`config.mk`:
```
export PLATFORM = sky130hd
export DESIGN_NAME = mem_access_unit
export DESIGN_NICKNAME = d
export VERILOG_FILES = /design/src/rtl/mem_access_unit.sv
export SDC_FILE = /design/constraint.sdc
export NUM_CORES = 1
export LEC_CHECK = 0
export BUFFER_PORTS_ARGS = -buffer_cell sky130_fd_sc_hd__buf_2
export CAP_MARGIN = 20
export CORE_UTILIZATION = 35
export DETAILED_ROUTE_END_ITERATION = 12
export GPL_ROUTABILITY_DRIVEN = 0
export HOLD_SLACK_MARGIN = 0.02
export PLACE_DENSITY = 0.68
export SETUP_SLACK_MARGIN = 0.02
export SKIP_LAST_GASP = 1
export SLEW_MARGIN = 20
export SYNTH_ARGS = -nofsm -noshare
export SYNTH_HDL_FRONTEND = slang
export SYNTH_SLANG_ARGS = --single-unit
```
`constraint.sdc`:
```
create_clock -name clock -period 2.21 [get_ports clock]
set_clock_uncertainty 0.15 [all_clocks]
set_input_delay 0.442 -clock clock [delete_from_list [all_inputs] [get_ports clock]]
set_output_delay 0.442 -clock clock [all_outputs]
set_load 0.02 [all_outputs]
```
`src/rtl/mem_access_unit.sv`:
```
// mem_access_unit: load/store front end for a word memory with sub-word
// read-modify-write stores, load sign/zero extension and alignment rejection.
module mem_access_unit #(
    parameter int ADDR_W     = 8,
    parameter int DATA_W     = 32,
    parameter int MEM_RD_LAT = 1
) (
    input  logic              clock,
    input  logic              reset,
    input  logic              req_valid,
    output logic              req_ready,
    input  logic              req_write,
    input  logic [1:0]        req_size,
    input  logic              req_unsigned,
    input  logic [ADDR_W-1:0] req_addr,
    input  logic [DATA_W-1:0] req_wdata,
    output logic              resp_valid,
    input  logic              resp_ready,
    output logic [DATA_W-1:0] resp_rdata,
    output logic              resp_err,
    output logic              MemRead,
    output logic              MemWrite,
    output logic [ADDR_W-1:0] Address,
    output logic [DATA_W-1:0] MemWriteData,
    input  logic [DATA_W-1:0] ReadData
);
    typedef enum logic [1:0] {IDLE, RD, WR, RESP} state_t;
    state_t state, state_nx;
    logic wr, uns, err, req_err, rd_done;
    logic [1:0] size;
    logic [ADDR_W-1:0] addr;
    logic [DATA_W-1:0] wdata, word, loaded, merged, mask, ins;
    logic [7:0] cnt, lane_b;
    logic [15:0] lane_h;

    assign req_err = (req_size == 2'b11) || (req_size == 2'b01 && req_addr[0]) ||
                     (req_size == 2'b10 && req_addr[1:0] != 2'b00);
    assign rd_done = state == RD && cnt == 8'(MEM_RD_LAT);

    always_ff @(posedge clock or negedge reset)
        if (!reset) state <= IDLE;
        else state <= state_nx;

    always_comb begin
        state_nx   = state;
        req_ready  = 1'b0;
        resp_valid = 1'b0;
        MemRead    = 1'b0;
        MemWrite   = 1'b0;
        case (state)
            IDLE: begin
                req_ready = 1'b1;
                if (req_valid) state_nx = req_err ? RESP : (req_write && req_size == 2'b10) ? WR : RD;
            end
            RD: begin
                MemRead = 1'b1;
                if (rd_done) state_nx = wr ? WR : RESP;
            end
            WR: begin
                MemWrite = 1'b1;
                state_nx = RESP;
            end
            RESP: begin
                resp_valid = 1'b1;
                if (resp_ready) state_nx = IDLE;
            end
        endcase
    end

    // Half requests are aligned, so addr[1:0]*8 is also the correct half-lane offset.
    assign lane_b = ReadData[{addr[1:0], 3'b000} +: 8];
    assign lane_h = ReadData[{addr[1], 4'b0000} +: 16];
    assign loaded = size == 2'b00 ? {{24{~uns & lane_b[7]}}, lane_b} :
                    size == 2'b01 ? {{16{~uns & lane_h[15]}}, lane_h} : ReadData;
    assign mask   = size == 2'b00 ? 32'h0000_00FF << {addr[1:0], 3'b000} :
                                    32'h0000_FFFF << {addr[1], 4'b0000};
    assign ins    = size == 2'b00 ? {4{wdata[7:0]}} : {2{wdata[15:0]}};
    assign merged = (ReadData & ~mask) | (ins & mask);

    assign Address      = (MemRead || MemWrite) ? {addr[ADDR_W-1:2], 2'b00} : '0;
    assign MemWriteData = MemWrite ? word : '0;
    assign resp_rdata   = (resp_valid && !wr && !err) ? word : '0;
    assign resp_err     = resp_valid && err;

    // word holds the store data for word stores, the merged word for sub-word
    // stores and the extended result for loads.
    always_ff @(posedge clock or negedge reset) begin
        if (!reset) begin
            wr    <= 1'b0;
            uns   <= 1'b0;
            err   <= 1'b0;
            size  <= '0;
            addr  <= '0;
            wdata <= '0;
            word  <= '0;
            cnt   <= '0;
        end else if (state == IDLE && req_valid) begin
            wr    <= req_write;
            uns   <= req_unsigned;
            err   <= req_err;
            size  <= req_size;
            addr  <= req_addr;
            wdata <= req_wdata;
            word  <= (req_write && !req_err) ? req_wdata : '0;
            cnt   <= '0;
        end else if (state == RD) begin
            cnt <= cnt + 8'd1;
            if (rd_done) word <= wr ? merged : loaded;
        end
    end
endmodule

```
==> Yosys cells after proc, flatten, opt, wreduce, memory -nomap -nowiden <==
Cells that the tools add are included.
{ "word_totals": {"regBits": 71, "latchBits": 0, "mem_bits_rw": 0, "romBits": 0, "inputBits": 80, "out_inout_bits": 77, "elab_cells": 79, "mem_count": 0} }
{ "classes": {"addsub": 1, "multipliers": 0, "div": 0, "magnitude_cmp": 0, "eq_ne": 11, "shift": 4, "muxes": 25, "bitwise": 7, "n_reduce_logical": 22} }
{ "op_table": {"columns": ["op", "n"], "rows": [
  ["32-bit 2-to-1 mux", 11],
  ["32-bit bitwise AND", 2],
  ["32-bit inverter", 1],
  ["32-bit OR", 1],
  ["32-bit by 6-bit variable part select with 16-bit output", 1],
  ["32-bit by 6-bit variable part select with 8-bit output", 1],
  ["16-bit by 5-bit left shift with 32-bit output, first input constant", 1],
  ["8-bit by 5-bit left shift with 32-bit output, first input constant", 1],
  ["8-bit 2-to-1 mux", 3],
  ["2-bit 2-to-1 mux", 5],
  ["1-bit logical AND", 9],
  ["8-bit by 1-bit adder with 8-bit output, second input constant", 1],
  ["2-bit == test, second input constant", 4],
  ["8-bit by 1-bit == test with 1-bit output, second input constant", 1],
  ["2-bit one-hot mux with 4 select lines", 1],
  ["2-bit by 1-bit == test with 1-bit output, second input constant", 3],
  ["2-bit != test, second input constant", 3],
  ["2-bit nonzero test", 3],
  ["1-bit 2-to-1 mux", 5],
  ["2-bit zero test", 2],
  ["1-bit zero test", 3],
  ["1-bit logical OR", 3],
  ["3-bit AND reduction", 1],
  ["1-bit bitwise AND", 2],
  ["2 further kinds", 2]
]} }

==> Depth between registers and ports, before layout <==
{ "depth": {"word_depth": 9, "ltp_mapped": 9, "mapped_depth_nobuf": 7} }

==> Worst setup path after synthesis <==
OpenSTA, ideal clock, no wires.
{ "synth_path": {"path_type": "flip-flop to flip-flop", "from": "reg state[1]", "to": "reg word[7]", "setup_ns": 0.128, "arrival_ns": 1.953, "setup_slack_ns": -0.021, "path_stages_with_launch": 9, "path_buffers": 2, "synth_period_minus_slack_ns": 2.231, "cell_sequence": "dfrtp_1 -> inv_1 -> ha_1 -> buf_2 -> nor4b_2 -> a21oi_1 -> clkbuf_1 -> a221oi_1 -> o22ai_1"} }
{ "synth_via": {"elab_chain_len": 4, "elab_cells_between_ends": 8} }
{ "synth_lines": {"columns": ["item", "line_no", "rtl"], "rows": [
  ["start, declared", "28", "state_t state, state_nx;"],
  ["start signal, assigned", "42", "else state <= state_nx;"],
  ["2-bit by 1-bit == test with 1-bit output / 2-bit zero test (equally long branches)", "38, 106, 97", null],
  ["1-bit logical AND, on equally long branches", "38, 97", null],
  ["2-bit nonzero test (no line)", null, null],
  ["2-bit AND reduction (no line)", null, null],
  ["end signal, assigned", "104", "word <= (req_write && !req_err) ? req_wdata : '0;"],
  ["end signal, assigned", "108", "if (rd_done) word <= wr ? merged : loaded;"],
  ["end, declared", "32", "logic [DATA_W-1:0] wdata, word, loaded, merged, mask, ins;"]
]} }
Several ways; a longest one is shown, not always the timed one.
A chain may end at the register's enable or synchronous reset.

==> Worst setup path in the final report <==
{ "layout_path": {"from": "reg state[0]", "to": "out resp_rdata[21]"} }
{ "layout_via": {"elab_chain_len": 5} }
{ "layout_lines": {"columns": ["item", "line_no", "rtl"], "rows": [
  ["2-bit == test", "50", "case (state)"],
  ["1-bit 2-to-1 mux", "50", null],
  ["1-bit logical AND (2 in series)", "82", "assign resp_rdata = (resp_valid && !wr && !err) ? word : '0;"],
  ["32-bit 2-to-1 mux", "82", null],
  ["end, declared", "19", "output logic [DATA_W-1:0] resp_rdata,"]
]} }
No other way between the ends.

==> flow_metrics.py <==
metrics = {
    "worst_setup_path": {
        "start_kind": "flip-flop",
        "worstPathArrival_ns": 1.71,
        "path_class": "flip-flop to output pin",
        "critical_path_required_ns": 1.62,
        "cp_max_fo": 7,
        "end_kind": "output pin",
        "r2r_cells": 5,
    },
    "timing": {
        "relSlewSlack_pct": 57.0,
        "grt_setup_unrepaired": "yes",
        "worst_slack_ns": -0.0937,
        "final_max_slew_viol_count": 0,
        "fmax_mhz": 434,
        "setup_viol": 30,
        "period_share_pct": 104,
        "worstMarginPinSlew_ns": 0.644,
        "finalCriticalPeriod_ns": 2.30,
        "whs_ns": 0.136,
        "hold_viol_final": 0,
        "fin_setup_tns_ns": -1.86,
    },
    "final_layout": {
        "syn_to_final_growth_pct": 36.4,
        "fin_util_pct": 48.8,
        "drive_gt1_share_pct": 35.4,
        "multi_input_area_um2": 3260,
        "fillers": 1419,
        "instances_no_fill": 987,
        "seq_area_um2": 1780,
        "fin_nets": 885,
    },
    "detailed_routing": {
        "vias": 5490,
        "drt_iter0_drc": 551,
        "detail-route-antenna-nets": 0,
        "drtPass1Iterations": 5,
        "route.detailed.drc": 0,
        "m1WireLength_mm": 7.76,
        "routedWlPerCell_um": 18.2,
        "finalWirelength_mm": 17.9,
        "wl_met3_mm": 1.51,
        "viasPerCell": 5.56,
        "route.met2.wl_mm": 8.16,
        "maxUsedRoutingLayer": "met4",
    },
    "clock_tree": {
        "htreeDepth": 3,
        "cts_buffers": 9,
        "clk_pin_slew_ns": 0.05,
        "ctsLongestPathBuffers": 2,
        "clock_latency_ns": 0.34,
        "clock_sinks": 71,
        "clockRootBuffer": "clkbuf_16",
        "cts_tree": "yes",
    },
    "outcome": {
        "status": "complete, but fails checks",
        "violations": "negative setup slack",
    },
    "power": {
        "power_density_nw_per_um2": 1550,
        "ir_drop_v": 0.000573,
        "total_power_uw": 11000,
        "p_leak_uw": 0.00338,
    },
    "global_route": {
        "grt_pass1_vias": 4867,
        "grtUsageTotal_pct": 23.3,
        "grt_overflow": 0,
        "grt_pass1_wl_mm": 26.8,
        "antenna_found_initial": 1,
        "grt_start_max_net_pins": 72,
    },
    "yosys": {
        "synthCells": 632,
        "synth.top_cell.area_share_pct": 34.3,
        "synth_seq_area_share_pct": 34.3,
        "syn_avg_cell_area_um2": 8.19,
        "ys_ff_latch": 71,
        "ys_warn_count": 0,
        "synthArstFlopShare_pct": 100,
        "synth_edf_count": 0,
        "netlist_area_um2": 5180,
        "synthTopCellsByCount": "nand2_1 (115), and2_1 (80), dfrtp_1 (71), o21ai_0 (34), a21oi_1 (33)",
        "ys.flop_type": "dfrtp_1",
        "synth.top_cells.by_area": "dfrtp_1 (34%), and2_1 (9.7%), nand2_1 (8.3%)",
        "ys_types": 60,
        "yosysTopAreaCell": "dfrtp_1",
        "synthMostInstantiatedCell": "nand2_1",
    },
    "floorplan": {
        "die_y_um": 124,
        "rows": 44,
        "core_um2": 14500,
        "die_w_um": 124,
        "initial_core_util_pct": 35.8,
        "io_pins": 157,
        "dieArea_um2": 15300,
    },
    "placement": {
        "place_inst": 957,
        "io_buffers": 154,
        "post-dp-hpwl_mm": 12.7,
    },
    "flow_run": {
        "max_cap_violations": 0,
    },
    "hold_path": {
        "hold_depth": 3,
        "worst_hold_path_type": "input pin to flip-flop",
    },
}
[critical path: stages (launching register included)]
cell	delay, ns
dfrtp_1	0.37
ha_2	0.20
inv_2	0.05
nor3_4	0.17
buf_6	0.17
clkbuf_16	0.16
and2_4	0.14
buf_6	0.11
[repair_timing]
action | CTS | global route
pin swaps | 2 | 7
hold endpoints to repair | 71 | 0
buffers inserted | 7 | 4
setup endpoints to repair | 61 | 103
gates cloned | 1 | 2
gates resized for setup | 41 | 55
hold buffers | 1 | 0
[cell usage in the layout (no fill, tap or decap), drive strengths merged, types with 9 or more instances in the layout]
cell / count
a21oi: 35
a221oi: 22
a22oi: 11
a31oi: 11
and2: 80
buf: 202
clkbuf: 13
dfrtp: 71
inv: 14
mux2: 11
mux2i: 10
nand2: 115
nor2: 31
o21ai: 51
o221ai: 17
o22ai: 9
[stage by stage]
stage | setup slack [ns] | instance area (µm²)
2_1_floorplan | 0.0336 | 5180
3_3_place_gp | 0.0604 | 6250
3_5_place_dp | 0.00967 | 6250
4_1_cts | -0.0678 | 6780
5_1_grt | -0.201 | 7060
6_report | -0.0937 | 7060
[routing by layer]
| metal | up-vias | track usage (%) |
|---|---|---|
| li1 | 2584 | - |
| met1 | 2591 | 31.9 |
| met2 | 274 | 35.0 |
| met3 | 41 | 5.40 |
| met4 | 0 | 9.64 |
| met5 | - | 0 |
[report_power, final]
part | switching [µW] | internal [µW]
combinational | 3850 | 2990
sequential | 590 | 1890
clock | 561 | 1070
total | 5000 | 5950
[flip-flops by register name, indices dropped and copies added, names as in the netlist]
name	count
word	32
wr	1
err	1
wdata	16
state	2
cnt	8
addr	8
size	2
uns	1
[logic make-up (layout without fill, tap and decap cells)]
family | Yosys count | after routing | synth area share [%]
flip-flops | 71 | 71 | 34.3
multiplexers | 21 | 21 | 4.40
other | 1 | 3 | 0.0724
AO/OA/AOI/OAI | 201 | 201 | 27.5
adder cells (fa/ha/maj) | 7 | 7 | 1.69
AND/OR/NAND/NOR | 260 | 261 | 24.9
XOR/XNOR | 5 | 5 | 0.846
buffers and inverters | 66 | 234 | 6.31
[worst paths after layout]
path                              from             end  slack (ns)
min reg2reg                    addr[4]         addr[4]        0.31
min                        req_addr[4]         addr[4]        0.14
min in group asynchronous        reset         addr[3]        0.48
max                           state[0]  resp_rdata[21]       -0.09
max in group asynchronous        reset         size[1]        1.02
max reg2reg                    addr[0]         word[9]        0.07
[final cells by class]
type,instances,area share (%)
multi-input combinational,497,46.2
sequential,71,25.2
timing repair buffer,204,19.8
clock buffer,12,3.77
tap,184,3.26
clock inverter,3,0.921
inverter,15,0.797
antenna,1,0.0354
Note: power is estimated with default switching activity, not from simulation.
